[src/rtl/nexys_starship_pkg.sv]
// Shared definitions for the Nexys Starship monster spawner: state encoding,
// lane indices and the LFSR feedback polynomial.
package nexys_starship_pkg;

   typedef enum logic [4:0] {
      ST_IDLE = 5'b00001,
      ST_WAIT = 5'b00010,
      ST_PICK = 5'b00100,
      ST_REQ  = 5'b01000,
      ST_OVER = 5'b10000
   } state_t;

   localparam logic [1:0] LANE_TOP    = 2'd0;
   localparam logic [1:0] LANE_BOTTOM = 2'd1;
   localparam logic [1:0] LANE_LEFT   = 2'd2;
   localparam logic [1:0] LANE_RIGHT  = 2'd3;

   localparam logic [15:0] LFSR_TAPS = 16'hB400;

   function automatic logic [3:0] lane_onehot(input logic [1:0] lane);
      logic [3:0] sel;
      sel = 4'b0000;
      unique case (lane)
         LANE_TOP:    sel = 4'b0001;
         LANE_BOTTOM: sel = 4'b0010;
         LANE_LEFT:   sel = 4'b0100;
         LANE_RIGHT:  sel = 4'b1000;
         default:     sel = 4'b0000;
      endcase
      return sel;
   endfunction

endpackage

[src/rtl/nexys_starship_lfsr.sv]
// Seeded 16-bit Galois LFSR (right shift) that advances only while enabled;
// exposes its low bits as the random lane candidate.
module nexys_starship_lfsr
   import nexys_starship_pkg::*;
#(
   parameter logic [15:0] SEED  = 16'hACE1,
   parameter int unsigned OUT_W = 2
) (
   input  logic             i_clk,
   input  logic             i_rst_n,
   input  logic             i_en,
   output logic [OUT_W-1:0] o_bits
);

   // An all-zero state never leaves zero, so a zero seed is remapped.
   localparam logic [15:0] START = (SEED == 16'h0000) ? 16'h0001 : SEED;

   logic [15:0] r_lfsr;

   always_ff @(posedge i_clk or negedge i_rst_n) begin
      if (!i_rst_n) begin
         r_lfsr <= START;
      end else if (i_en) begin
         r_lfsr <= (r_lfsr >> 1) ^ (r_lfsr[0] ? LFSR_TAPS : 16'h0000);
      end
   end

   assign o_bits = r_lfsr[OUT_W-1:0];

endmodule

[src/rtl/nexys_starship_spawner.sv]
// Monster spawn initiator: tick-driven countdown picks a spawn time, an LFSR
// picks a lane (redirected to a free one), and a request/ack handshake spawns.
module nexys_starship_spawner
   import nexys_starship_pkg::*;
#(
   parameter logic [15:0] LFSR_SEED        = 16'hACE1,
   parameter int unsigned BASE_INTERVAL    = 8,
   parameter int unsigned MIN_INTERVAL     = 2,
   parameter int unsigned SPAWNS_PER_LEVEL = 8,
   parameter int unsigned ACK_TIMEOUT      = 15
) (
   input  logic       Clk,
   input  logic       Reset,
   input  logic       tick,
   input  logic       play_flag,
   input  logic       gameover,
   input  logic [3:0] monster_sm,
   output logic [3:0] random,
   output logic [1:0] level,
   output logic [7:0] spawn_count,
   output logic       busy
);

   localparam logic [8:0] BASE_W   = 9'(BASE_INTERVAL);
   localparam logic [8:0] MIN_W    = 9'(MIN_INTERVAL);
   localparam logic [7:0] LVL_LAST = 8'(SPAWNS_PER_LEVEL - 1);
   localparam logic [7:0] ACK_LAST = 8'(ACK_TIMEOUT - 1);

   // Interval shrinks by two ticks per level, clamped so it never underflows
   // below the floor.
   function automatic logic [7:0] interval_for(input logic [1:0] lvl);
      logic [8:0] dec;
      dec = {6'd0, lvl, 1'b0};
      if (BASE_W >= dec + MIN_W) begin
         return 8'(BASE_W - dec);
      end
      return 8'(MIN_W);
   endfunction

   state_t      r_state;
   logic [7:0]  r_cd;
   logic [3:0]  r_random;
   logic [1:0]  r_lane;
   logic [7:0]  r_ack_cnt;
   logic [1:0]  r_level;
   logic [7:0]  r_lvl_cnt;
   logic [7:0]  r_count;
   logic        r_busy;

   state_t      w_state_nxt;
   logic [7:0]  w_cd_nxt;
   logic [3:0]  w_random_nxt;
   logic [1:0]  w_lane_nxt;
   logic [7:0]  w_ack_cnt_nxt;
   logic [1:0]  w_level_nxt;
   logic [7:0]  w_lvl_cnt_nxt;
   logic [7:0]  w_count_nxt;

   logic [1:0]  w_cand;
   logic [1:0]  w_pick;
   logic        w_found;
   logic        w_lfsr_en;

   assign w_lfsr_en = (r_state != ST_IDLE);

   nexys_starship_lfsr #(
      .SEED  (LFSR_SEED),
      .OUT_W (2)
   ) u_lfsr (
      .i_clk   (Clk),
      .i_rst_n (Reset),
      .i_en    (w_lfsr_en),
      .o_bits  (w_cand)
   );

   // Walk candidate+3 down to candidate+0 so the nearest free lane wins.
   always_comb begin
      logic [1:0] v_lane;
      w_found = 1'b0;
      w_pick  = w_cand;
      for (int k = 3; k >= 0; k--) begin
         v_lane = w_cand + 2'(k);
         if (!monster_sm[v_lane]) begin
            w_found = 1'b1;
            w_pick  = v_lane;
         end
      end
   end

   always_comb begin
      // NOTE: every next-state signal gets a default first so no path through
      // the case below can leave one unassigned and infer a latch.
      w_state_nxt   = r_state;
      w_cd_nxt      = r_cd;
      w_random_nxt  = r_random;
      w_lane_nxt    = r_lane;
      w_ack_cnt_nxt = r_ack_cnt;
      w_level_nxt   = r_level;
      w_lvl_cnt_nxt = r_lvl_cnt;
      w_count_nxt   = r_count;

      if (r_state != ST_IDLE && gameover) begin
         w_state_nxt  = ST_OVER;
         w_random_nxt = 4'b0000;
      end else begin
         unique case (r_state)
            ST_IDLE: begin
               w_random_nxt = 4'b0000;
               if (play_flag) begin
                  w_state_nxt   = ST_WAIT;
                  w_cd_nxt      = interval_for(2'd0);
                  w_level_nxt   = 2'd0;
                  w_lvl_cnt_nxt = 8'd0;
                  w_count_nxt   = 8'd0;
               end
            end
            ST_WAIT: begin
               if (tick) begin
                  if (r_cd == 8'd1) w_state_nxt = ST_PICK;
                  else              w_cd_nxt    = r_cd - 8'd1;
               end
            end
            ST_PICK: begin
               if (w_found) begin
                  w_state_nxt   = ST_REQ;
                  w_random_nxt  = lane_onehot(w_pick);
                  w_lane_nxt    = w_pick;
                  w_ack_cnt_nxt = 8'd0;
               end else begin
                  w_state_nxt = ST_WAIT;
                  w_cd_nxt    = interval_for(r_level);
               end
            end
            ST_REQ: begin
               if (monster_sm[r_lane]) begin
                  w_random_nxt = 4'b0000;
                  w_count_nxt  = r_count + 8'd1;
                  if (r_lvl_cnt == LVL_LAST) begin
                     w_lvl_cnt_nxt = 8'd0;
                     if (r_level != 2'd3) w_level_nxt = r_level + 2'd1;
                  end else begin
                     w_lvl_cnt_nxt = r_lvl_cnt + 8'd1;
                  end
                  // Reload sees the level as updated on this same edge.
                  w_cd_nxt    = interval_for(w_level_nxt);
                  w_state_nxt = ST_WAIT;
               end else if (r_ack_cnt == ACK_LAST) begin
                  w_random_nxt = 4'b0000;
                  w_cd_nxt     = interval_for(r_level);
                  w_state_nxt  = ST_WAIT;
               end else begin
                  w_ack_cnt_nxt = r_ack_cnt + 8'd1;
               end
            end
            ST_OVER: begin
               w_state_nxt = ST_IDLE;
            end
            default: begin
               w_state_nxt  = ST_IDLE;
               w_random_nxt = 4'b0000;
            end
         endcase
      end
   end

   always_ff @(posedge Clk or negedge Reset) begin
      if (!Reset) begin
         r_state   <= ST_IDLE;
         r_cd      <= 8'd0;
         r_random  <= 4'b0000;
         r_lane    <= LANE_TOP;
         r_ack_cnt <= 8'd0;
         r_level   <= 2'd0;
         r_lvl_cnt <= 8'd0;
         r_count   <= 8'd0;
         r_busy    <= 1'b0;
      end else begin
         // NOTE: non-blocking assignments so every register samples the
         // pre-edge values, independent of statement order.
         r_state   <= w_state_nxt;
         r_cd      <= w_cd_nxt;
         r_random  <= w_random_nxt;
         r_lane    <= w_lane_nxt;
         r_ack_cnt <= w_ack_cnt_nxt;
         r_level   <= w_level_nxt;
         r_lvl_cnt <= w_lvl_cnt_nxt;
         r_count   <= w_count_nxt;
         r_busy    <= (w_state_nxt != ST_IDLE);
      end
   end

   assign random      = r_random;
   assign level       = r_level;
   assign spawn_count = r_count;
   assign busy        = r_busy;

endmodule

[config.mk]
export PLATFORM = sky130hd
export DESIGN_NAME = nexys_starship_spawner
export DESIGN_NICKNAME = d
export VERILOG_FILES = /design/src/rtl/nexys_starship_pkg.sv /design/src/rtl/nexys_starship_lfsr.sv /design/src/rtl/nexys_starship_spawner.sv
export SDC_FILE = /design/constraint.sdc
export NUM_CORES = 1
export LEC_CHECK = 0
export ABC_AREA = 1
export CORE_MARGIN = 2
export CORE_UTILIZATION = 44
export DETAILED_ROUTE_END_ITERATION = 8
export GPL_TIMING_DRIVEN = 1
export PLACE_DENSITY_LB_ADDON = 0.15
export RECOVER_POWER = 25
export SKIP_CTS_REPAIR_TIMING = 1
export SKIP_LAST_GASP = 1
export SLEW_MARGIN = 30
export SYNTH_ARGS = -nofsm -noshare
export SYNTH_HDL_FRONTEND = slang
export SYNTH_SLANG_ARGS = --single-unit
[constraint.sdc]
create_clock -name Clk -period 1.66 [get_ports Clk]
set_input_delay 0.332 -clock Clk [delete_from_list [all_inputs] [get_ports Clk]]
set_output_delay 0.332 -clock Clk [all_outputs]
set_load 0.02 [all_outputs]
* After elaboration in Yosys (flattened, before gate mapping)
Cells that the tools add are included.
Word-level totals: word-level logic and storage cells 143, bits in registers 62, memory bits (writable) 0, bits of input ports 9, bits in latches 0, memories kept 0, bits in read-only memories 0
Cells by class: mux-type cells 75, $lt $le $gt $ge 7, multipliers 0, add/subtract/negate cells 12, bitwise operators 2, equal/unequal tests 26, div/mod/pow operators 0, shifts and indexed selects 0, reductions and logical operators 11
Operator list (number):
- 8-bit 2-to-1 mux | 18
- 8-bit one-hot mux with 2 select lines | 3
- 8-bit one-hot mux with 4 select lines | 1
- 5-bit 2-to-1 mux | 6
- 8-bit by 1-bit adder with 8-bit output (second input constant) | 3
- 2-bit 2-to-1 mux | 11
- 1-bit 2-to-1 mux | 21
- 4-bit 2-to-1 mux | 5
- 5-bit one-hot mux with 4 select lines | 1
- 2-bit inequality test (second input constant) | 9
- 16-bit 2-to-1 mux | 1
- 4-bit one-hot mux with 4 select lines | 1
- 15-bit by 16-bit bitwise XOR with 16-bit output | 1
- 2-bit by 3-bit < comparator with 1-bit output (second input constant) | 5
- 4-bit one-hot mux with 3 select lines | 1
- 1-bit binary-select mux with 2-bit select | 5
- 5-bit by 1-bit inequality test with 1-bit output (second input constant) | 2
- 4-bit by 3-bit subtractor with 5-bit output (first input constant) | 2
- 3-bit by 2-bit adder with 4-bit output (second input constant) | 2
- 8-bit by 1-bit equality test with 1-bit output (second input constant) | 1
- 8-bit by 3-bit equality test with 1-bit output (second input constant) | 1
- 8-bit by 4-bit equality test with 1-bit output (second input constant) | 1
- 4-bit >= comparator (first input constant) | 2
- 8-bit by 1-bit subtractor with 8-bit output (second input constant) | 1
- 23 further kinds | 29

* Longest topological paths before layout
Gate-level depths: netlist of the first run.
depth after elaboration 15, depth in mapped cells 15, depth with buffers taken out 14

* Cells and area by module
From an unflattened synthesis of the first run, not the netlist that was laid out.
Unflattened totals: cell total of the unflattened synthesis 505, area total of the unflattened synthesis 3843.7 sq um
Modules (own cells, without submodules):
- nexys_starship_spawner | cells an instance 429, instances 1, area each 3156.8 sq um
- nexys_starship_lfsr | cells an instance 76, instances 1, area each 686.9 sq um

* Least setup slack after synthesis of the first run
No wires, ideal clock.
path type register to register, start reg r_lvl_cnt[0], end reg r_cd[2], arrival time 1.630 ns, library setup time 0.117 ns, setup slack -0.087 ns, path buffers 0, period minus slack after synthesis 1.747 ns, stages on the path, launching flop included 12, cell sequence dfrtp_1 > ha_1 > nand3_1 > nor2_1 > nand2_1 > o21ai_0 > inv_1 > ha_1 > nand2_1 > o211ai_1 > nand3_1 > nand2_1
Between the ends: word-level cells in the longest chain between the ends 14
Ends and longest elaborated chain:
- start, declared | line nexys_starship_spawner.sv:46 | logic [7:0] r_lvl_cnt;
- start signal, assigned | line nexys_starship_spawner.sv:186 | r_lvl_cnt <= w_lvl_cnt_nxt;
- 8-bit by 3-bit equality test with 1-bit output * | line nexys_starship_spawner.sv:138 | if (r_lvl_cnt == LVL_LAST) begin
- 2-bit 2-to-1 mux * | line nexys_starship_spawner.sv:138
- 2-bit 2-to-1 mux * | line nexys_starship_spawner.sv:135 | if (monster_sm[r_lane]) begin
- 2-bit 2-to-1 mux * | line nexys_starship_spawner.sv:106 | unique case (r_state)
- 2-bit 2-to-1 mux * | line nexys_starship_spawner.sv:102 | if (r_state != ST_IDLE && gameover) begin
- 3-bit by 2-bit adder with 4-bit output | line nexys_starship_spawner.sv:34 | if (BASE_W >= dec + MIN_W) begin
- 4-bit >= comparator | line nexys_starship_spawner.sv:34
- 1-bit 2-to-1 mux | line nexys_starship_spawner.sv:34
- 1-bit 2-to-1 mux | line nexys_starship_spawner.sv:135
- 1-bit 2-to-1 mux | line nexys_starship_spawner.sv:106
- 1-bit 2-to-1 mux | line nexys_starship_spawner.sv:102
- 8-bit 2-to-1 mux * | line nexys_starship_spawner.sv:37 | return 8'(MIN_W);
- 8-bit 2-to-1 mux * | line nexys_starship_spawner.sv:135
- 8-bit one-hot mux with 4 select lines * | line nexys_starship_spawner.sv:106
- end signal, assigned | line nexys_starship_spawner.sv:181 | r_cd <= w_cd_nxt;
- end, declared | line nexys_starship_spawner.sv:41 | logic [7:0] r_cd;
Every way passes the cells marked *; elsewhere a longest branch is shown, timed or not. The select of a mux whose other input is x is not followed. A chain may end at the register's enable or synchronous reset.

* Final worst setup path of the first run
start reg u_lfsr.r_lfsr[0], end reg r_cd[0]
Between the ends: word-level cells in the longest chain between the ends 9
Ends and longest elaborated chain:
- start, declared | line nexys_starship_lfsr.sv:18 | logic [15:0] r_lfsr;
- start signal, assigned | line nexys_starship_lfsr.sv:24 | r_lfsr <= (r_lfsr >> 1) ^ (r_lfsr[0] ? LFSR_TAPS : 16'h0000);
- 2-bit adder | line nexys_starship_spawner.sv:82 | v_lane = w_cand + 2'(k);
- 1-bit binary-select mux with 2-bit select | line nexys_starship_spawner.sv:83 | if (!monster_sm[v_lane]) begin
- 1-bit 2-to-1 mux (not written as such) | line nexys_starship_spawner.sv:83
- 1-bit 2-to-1 mux (3 in series) | line nexys_starship_spawner.sv:83
- 1-bit 2-to-1 mux * | line nexys_starship_spawner.sv:83
- 2-bit inequality test (no source line) *
- 7-bit AND reduction (no source line) *
Marks and branches as above.

==> flow_summary.toml, run 1 <==
[outcome]
status = "finished with violations"
violations = "negative setup slack"

[cells_and_area]
n_antenna_cell = 0
drive_above_1_share_pct = 33.4
area_delta_synth_final_pct = 40.0
finalNonFillerCells = 700
final_cell_mix = "nand2_1 (144), buf_4 (59), dfrtp_1 (52)"
layout.nets = 610
final_area_um2 = 5190
seq_area_um2 = 1560
mostFrequentLayoutCell = "nand2_1"
multi_input_area_um2 = 2160
fillCellCount = 683

[placed_design]
place_inst = 670
portBuffers = 23
place_ws_ns = -0.382
post_dp_cell_area_um2 = 4470
place.gp.congestion = 0.883
place_hpwl_um = 6090

[worst_setup_path]
arrival_ns = 2.01
worstPathCellList = "buf_12, nand2_1, nand2_2, nor2_2, nor2_4, nand3_4, nand2_4, nand3b_4, nand2_2, nand2_1"
r2r_slack_ns = -0.12
critPathSlowestCell = "dfstp_2"
crit_type = "register to register"
cp-end-kind = "register"
cpPeakStageDelay_ns = 0.63
worstPathRequired_ns = 1.89
start_kind = "register"
cp_max_fo = 8
rr_endpoint = "r_cd[0]"
reg2reg_from = "u_lfsr.r_lfsr[0]"
worstRegToRegCells = 10

[clock_network]
cts_tree = "yes"
path_clk_slew_ns = 0.08
cts_root_buffer = "clkbuf_8"
htree_levels = 3
clk_path_buf_depth = 2
insertion_delay_ns = 0.35
numCtsBuffers = 9
clock_sinks = 62

[sta]
finalMaxSlewViolations = 0
worst_pin_slew_ns = 1.38
setup_slack_ns = -0.118
rsz0062_at_grt = "true"
hold_violations = 0
setup_violations = 32
skew_ns = 0.0153
fin_crit_ns = 1.78
slew_headroom_pct = 7.86
fmax_mhz = 563
min_period_over_period_pct = 107

[global_routing]
grtUsageMet3_pct = 3.76
met2_usage_pct = 30.4
use_met1_pct = 27.6
grt_max_degree = 63
gr-total-overflow = 0
grt_pass1_vias = 3165
grt_antenna_before_repair = 0
track_usage_pct = 19.8
globalRoute.busiestLayer = "met2"
grt_first_pass_wirelength_um = 14100

[die]
floorplan.rows = 33
start_util_pct = 45.4
dieArea_um2 = 9180
die_h_um = 95.8
num_io_pins = 24
fp.dieW_um = 95.8
core_area_um2 = 8180

[flow_run]
drv_cap = 0

[drt]
drtIter0Drc = 153
avgViaCountPerCell = 4.86
drt-pass1-iter-count = 4
drt_wl_total_um = 8870
drc = 0
vias = 3399
wl_per_cell_um = 12.7
ant_nets = 0

[synthesis]
yosysTopAreaCellShare_pct = 35.8
synth_area_leaders = "dfrtp_1 (36%), nand2_1 (17%), dfstp_2 (6.4%)"
synth_cell_types = 40
synth_area_leader_cell = "dfrtp_1"
syn_area_um2 = 3710
ys_ff_latch = 62
synth_cells = 493
synth_fp_nets = 513
yosysSeqAreaShare_pct = 42.1
ys.warnings.count = 0
postSynthAreaPerCell_um2 = 7.52

[pwr]
power.density_nw_per_um2 = 933
ir_worst_vdd_uv = 682
p_leak_nw = 2.74
finalPower_mw = 4.85

[worst_hold_path]
min_path_type = "input pin to async pin"
==> cell families (layout without fill, tap and decap cells) <==
group	count (synthesis)	count (layout)	synth area share, %
adder cells (fa/ha/maj)	11	11	3.71
flip-flops	62	62	42.1
buffers and inverters	70	172	7.83
XOR/XNOR	14	14	3.31
AND/OR/NAND/NOR	287	287	35.2
AO/OA/AOI/OAI	49	49	7.83
==> where the power goes <==
group          internal [mW]  switching (mW)
clock                  0.927           0.626
combinational          0.681           0.949
sequential              1.58          0.0813
total                   3.19            1.66
==> cells in the mapped netlist (all sizes together) <==
master and number:
clkbuf 2, clkinv 1, nor2 41, dfrtp 53
xor2 9, nand2 182, o211ai 3, xnor2 5
nand4 7, o21a 2, o21ai 26, a21oi 11
buf 6, ha 11, nand3b 1, o31ai 2
o22ai 4, a31oi 1, nor4 4, dfstp 9
inv 61, nor3 10, or2 4, nand3 37
nor3b 1
==> how the worst max path moves through the flow <==
| stage | startpoint | endpoint | cells past startpoint |
|---|---|---|---|
| final | u_lfsr.r_lfsr[0] | r_cd[0] | 10 |
| after global routing | u_lfsr.r_lfsr[0] | r_ack_cnt[4] | 12 |
| after CTS | u_lfsr.r_lfsr[0] | random[3] | 11 |
| after floorplan | r_lvl_cnt[0] | r_cd[2] | 11 |
| after detailed placement | monster_sm[1] | r_lvl_cnt[5] | 10 |
| after global placement | monster_sm[1] | r_lvl_cnt[3] | 10 |
==> state kept, by name (all words and copies together), names as in the netlist <==
| name | flops |
|---|---|
| random | 4 |
| r_lane | 2 |
| spawn_count | 8 |
| busy | 1 |
| r_lvl_cnt | 8 |
| r_ack_cnt | 8 |
| r_state | 5 |
| u_lfsr.r_lfsr | 16 |
| r_cd | 8 |
| level | 2 |
==> critical path: cells and delay by family (launching register included) <==
kind,cells,cell delay (ns)
simple gates,9,0.89
flops,1,0.63
buf+inv,1,0.14
==> final cells by class <==
cell class | count | area share, %
Clock buffer | 11 | 2.91
Clock inverter | 5 | 1.57
Inverter | 62 | 4.82
Multi-Input combinational cell | 361 | 41.7
Sequential cell | 62 | 30.1
Tap cell | 105 | 2.53
Timing Repair Buffer | 93 | 16.2
Timing Repair inverter | 1 | 0.217
==> stage by stage <==
step / hold slack (ns) / utilization (%) / setup TNS (ns)
global route: 0.483 / 63.5 / -5.90
finish: 0.383 / 63.5 / -2.30
floorplan: 0.0364 / - / 0
CTS: -0.00454 / 57.5 / -4.39
global placement: 0.368 / 54.7 / -11.50
detailed placement: 0.373 / 54.7 / -12.95
==> metal layers <==
metal,wire length [um],part of all wire (%)
met1,4480,50
met2,4040,46
met3,192,2.2
met4,155,1.7
met5,0,0
Note: power is estimated with default switching activity, not from simulation.
==> run 2, diff against run 1 <==
--- a/config.mk
+++ b/config.mk
@@ -6,8 +6,8 @@
 export NUM_CORES = 1
 export LEC_CHECK = 0
 export ABC_AREA = 1
-export CORE_MARGIN = 2
 export CORE_UTILIZATION = 44
+export CTS_CLUSTER_DIAMETER = 150
 export DETAILED_ROUTE_END_ITERATION = 8
 export GPL_TIMING_DRIVEN = 1
 export PLACE_DENSITY_LB_ADDON = 0.15
==> flow_summary.toml, run 2 (synthesis results as in run 1) <==
[outcome]
status = "finished with violations"
violations = "negative setup slack"

[global_routing]
globalRoute.busiestLayer = "met2"
gr-total-overflow = 0
grt_pass1_vias = 3132
grtUsageMet3_pct = 3.96
grt_first_pass_wirelength_um = 14000
track_usage_pct = 20.1
met2_usage_pct = 33.0
grt_antenna_before_repair = 0
use_met1_pct = 26.9
grt_max_degree = 63

[sta]
setup_violations = 39
worst_pin_slew_ns = 1.38
finalMaxSlewViolations = 0
slew_headroom_pct = 7.79
fin_crit_ns = 1.88
min_period_over_period_pct = 113
skew_ns = 0.0113
fmax_mhz = 533
setup_slack_ns = -0.218
hold_violations = 0
rsz0062_at_grt = "true"

[flow_run]
drv_cap = 0

[cells_and_area]
n_antenna_cell = 0
finalNonFillerCells = 697
utilization_pct = 63.3
largest_register_ffs = 16
layout.nets = 607
drive_above_1_share_pct = 33.1
seq_area_um2 = 1560
area_delta_synth_final_pct = 39.5
final_cell_mix = "nand2_1 (142), buf_4 (59), dfrtp_1 (53)"
multi_input_area_um2 = 2190
fillCellCount = 693
regMostFlops = "u_lfsr.r_lfsr"
mostFrequentLayoutCell = "nand2_1"

[drt]
ant_nets = 0
drtIter0Drc = 205
drc = 0
drt-pass1-iter-count = 4
drt_wl_total_um = 8980
wl_per_cell_um = 12.9
vias = 3458
avgViaCountPerCell = 4.96

[worst_setup_path]
start_kind = "register"
rr_endpoint = "r_ack_cnt[4]"
worstPathRequired_ns = 1.89
worstPathCellList = "inv_6, nand2_1, nand2_2, nand2_2, nand3_2, inv_2, nand3_4, nand2_4, nand2_8, buf_4, nand3_1, nand2_1"
worstRegToRegCells = 12
cp_max_fo = 10
crit_type = "register to register"
cp-end-kind = "register"
reg2reg_from = "u_lfsr.r_lfsr[0]"
cpPeakStageDelay_ns = 0.66
critPathSlowestCell = "dfstp_2"
arrival_ns = 2.10
r2r_slack_ns = -0.22

[die]
fp.dieW_um = 93.8
die_h_um = 93.8
core_area_um2 = 8180
dieArea_um2 = 8800
start_util_pct = 45.4
floorplan.rows = 33
num_io_pins = 24

[placed_design]
place_inst = 664
portBuffers = 23
place_ws_ns = -0.375
place.gp.congestion = 0.897
place_hpwl_um = 5890

[clock_network]
clk_path_buf_depth = 2
numCtsBuffers = 9
cts_root_buffer = "clkbuf_8"
insertion_delay_ns = 0.34
htree_levels = 3
cts_tree = "yes"
path_clk_slew_ns = 0.08
clock_sinks = 62

[pwr]
ir_worst_vdd_uv = 652
power.density_nw_per_um2 = 898
p_leak_nw = 2.72
finalPower_mw = 4.65

[worst_hold_path]
min_path_type = "input pin to async pin"
-- run 2: per-layer routing --
metal / part of all wire, % / wire length [um] / vias up
met5: 0 / 0 / -
met4: 0.80 / 72 / 0
met3: 2.9 / 263 / 8
met2: 49 / 4380 / 56
met1: 47 / 4260 / 1641
li1: - / - / 1753
-- run 2: metrics by stage --
| step | hold WS [ns] | setup TNS [ns] | instance area, um^2 |
|---|---|---|---|
| 6_report | 0.377 | -4.67 | 5170 |
| 5_1_grt | 0.492 | -8.90 | 5170 |
| 4_1_cts | -0.00251 | -5.08 | 4620 |
| 3_5_place_dp | 0.373 | -12.32 | 4410 |
| 3_3_place_gp | 0.371 | -10.42 | 4410 |
| 2_1_floorplan | 0.0364 | 0 | 3720 |
-- run 2: worst max path at each step --
stage                           from      endpoint
detailed placement     monster_sm[1]     r_lane[0]
finish              u_lfsr.r_lfsr[0]  r_ack_cnt[4]
CTS                 u_lfsr.r_lfsr[0]     r_lane[0]
floorplan               r_lvl_cnt[0]       r_cd[2]
global route        u_lfsr.r_lfsr[0]  r_ack_cnt[1]
global placement       monster_sm[1]  r_lvl_cnt[3]
-- run 2: critical path, delay by kind of cell (launching register included) --
family,cells,cell delay (ns)
buf+inv,3,0.31
flops,1,0.66
simple gates,9,0.80
-- run 2: layout make-up --
cell class / count / area share [%]
Clock buffer: 10 / 2.66
Clock inverter: 6 / 1.35
Inverter: 62 / 4.84
Multi-Input combinational cell: 361 / 42.3
Sequential cell: 62 / 30.2
Tap cell: 105 / 2.54
Timing Repair Buffer: 90 / 15.8
Timing Repair inverter: 1 / 0.314
-- run 2: power breakdown --
part | switching [mW] | internal [mW] | leakage (nW)
logic | 0.941 | 0.663 | 1.81
clock network | 0.637 | 0.741 | 0.0951
registers | 0.0829 | 1.58 | 0.822
total | 1.66 | 2.99 | 2.72
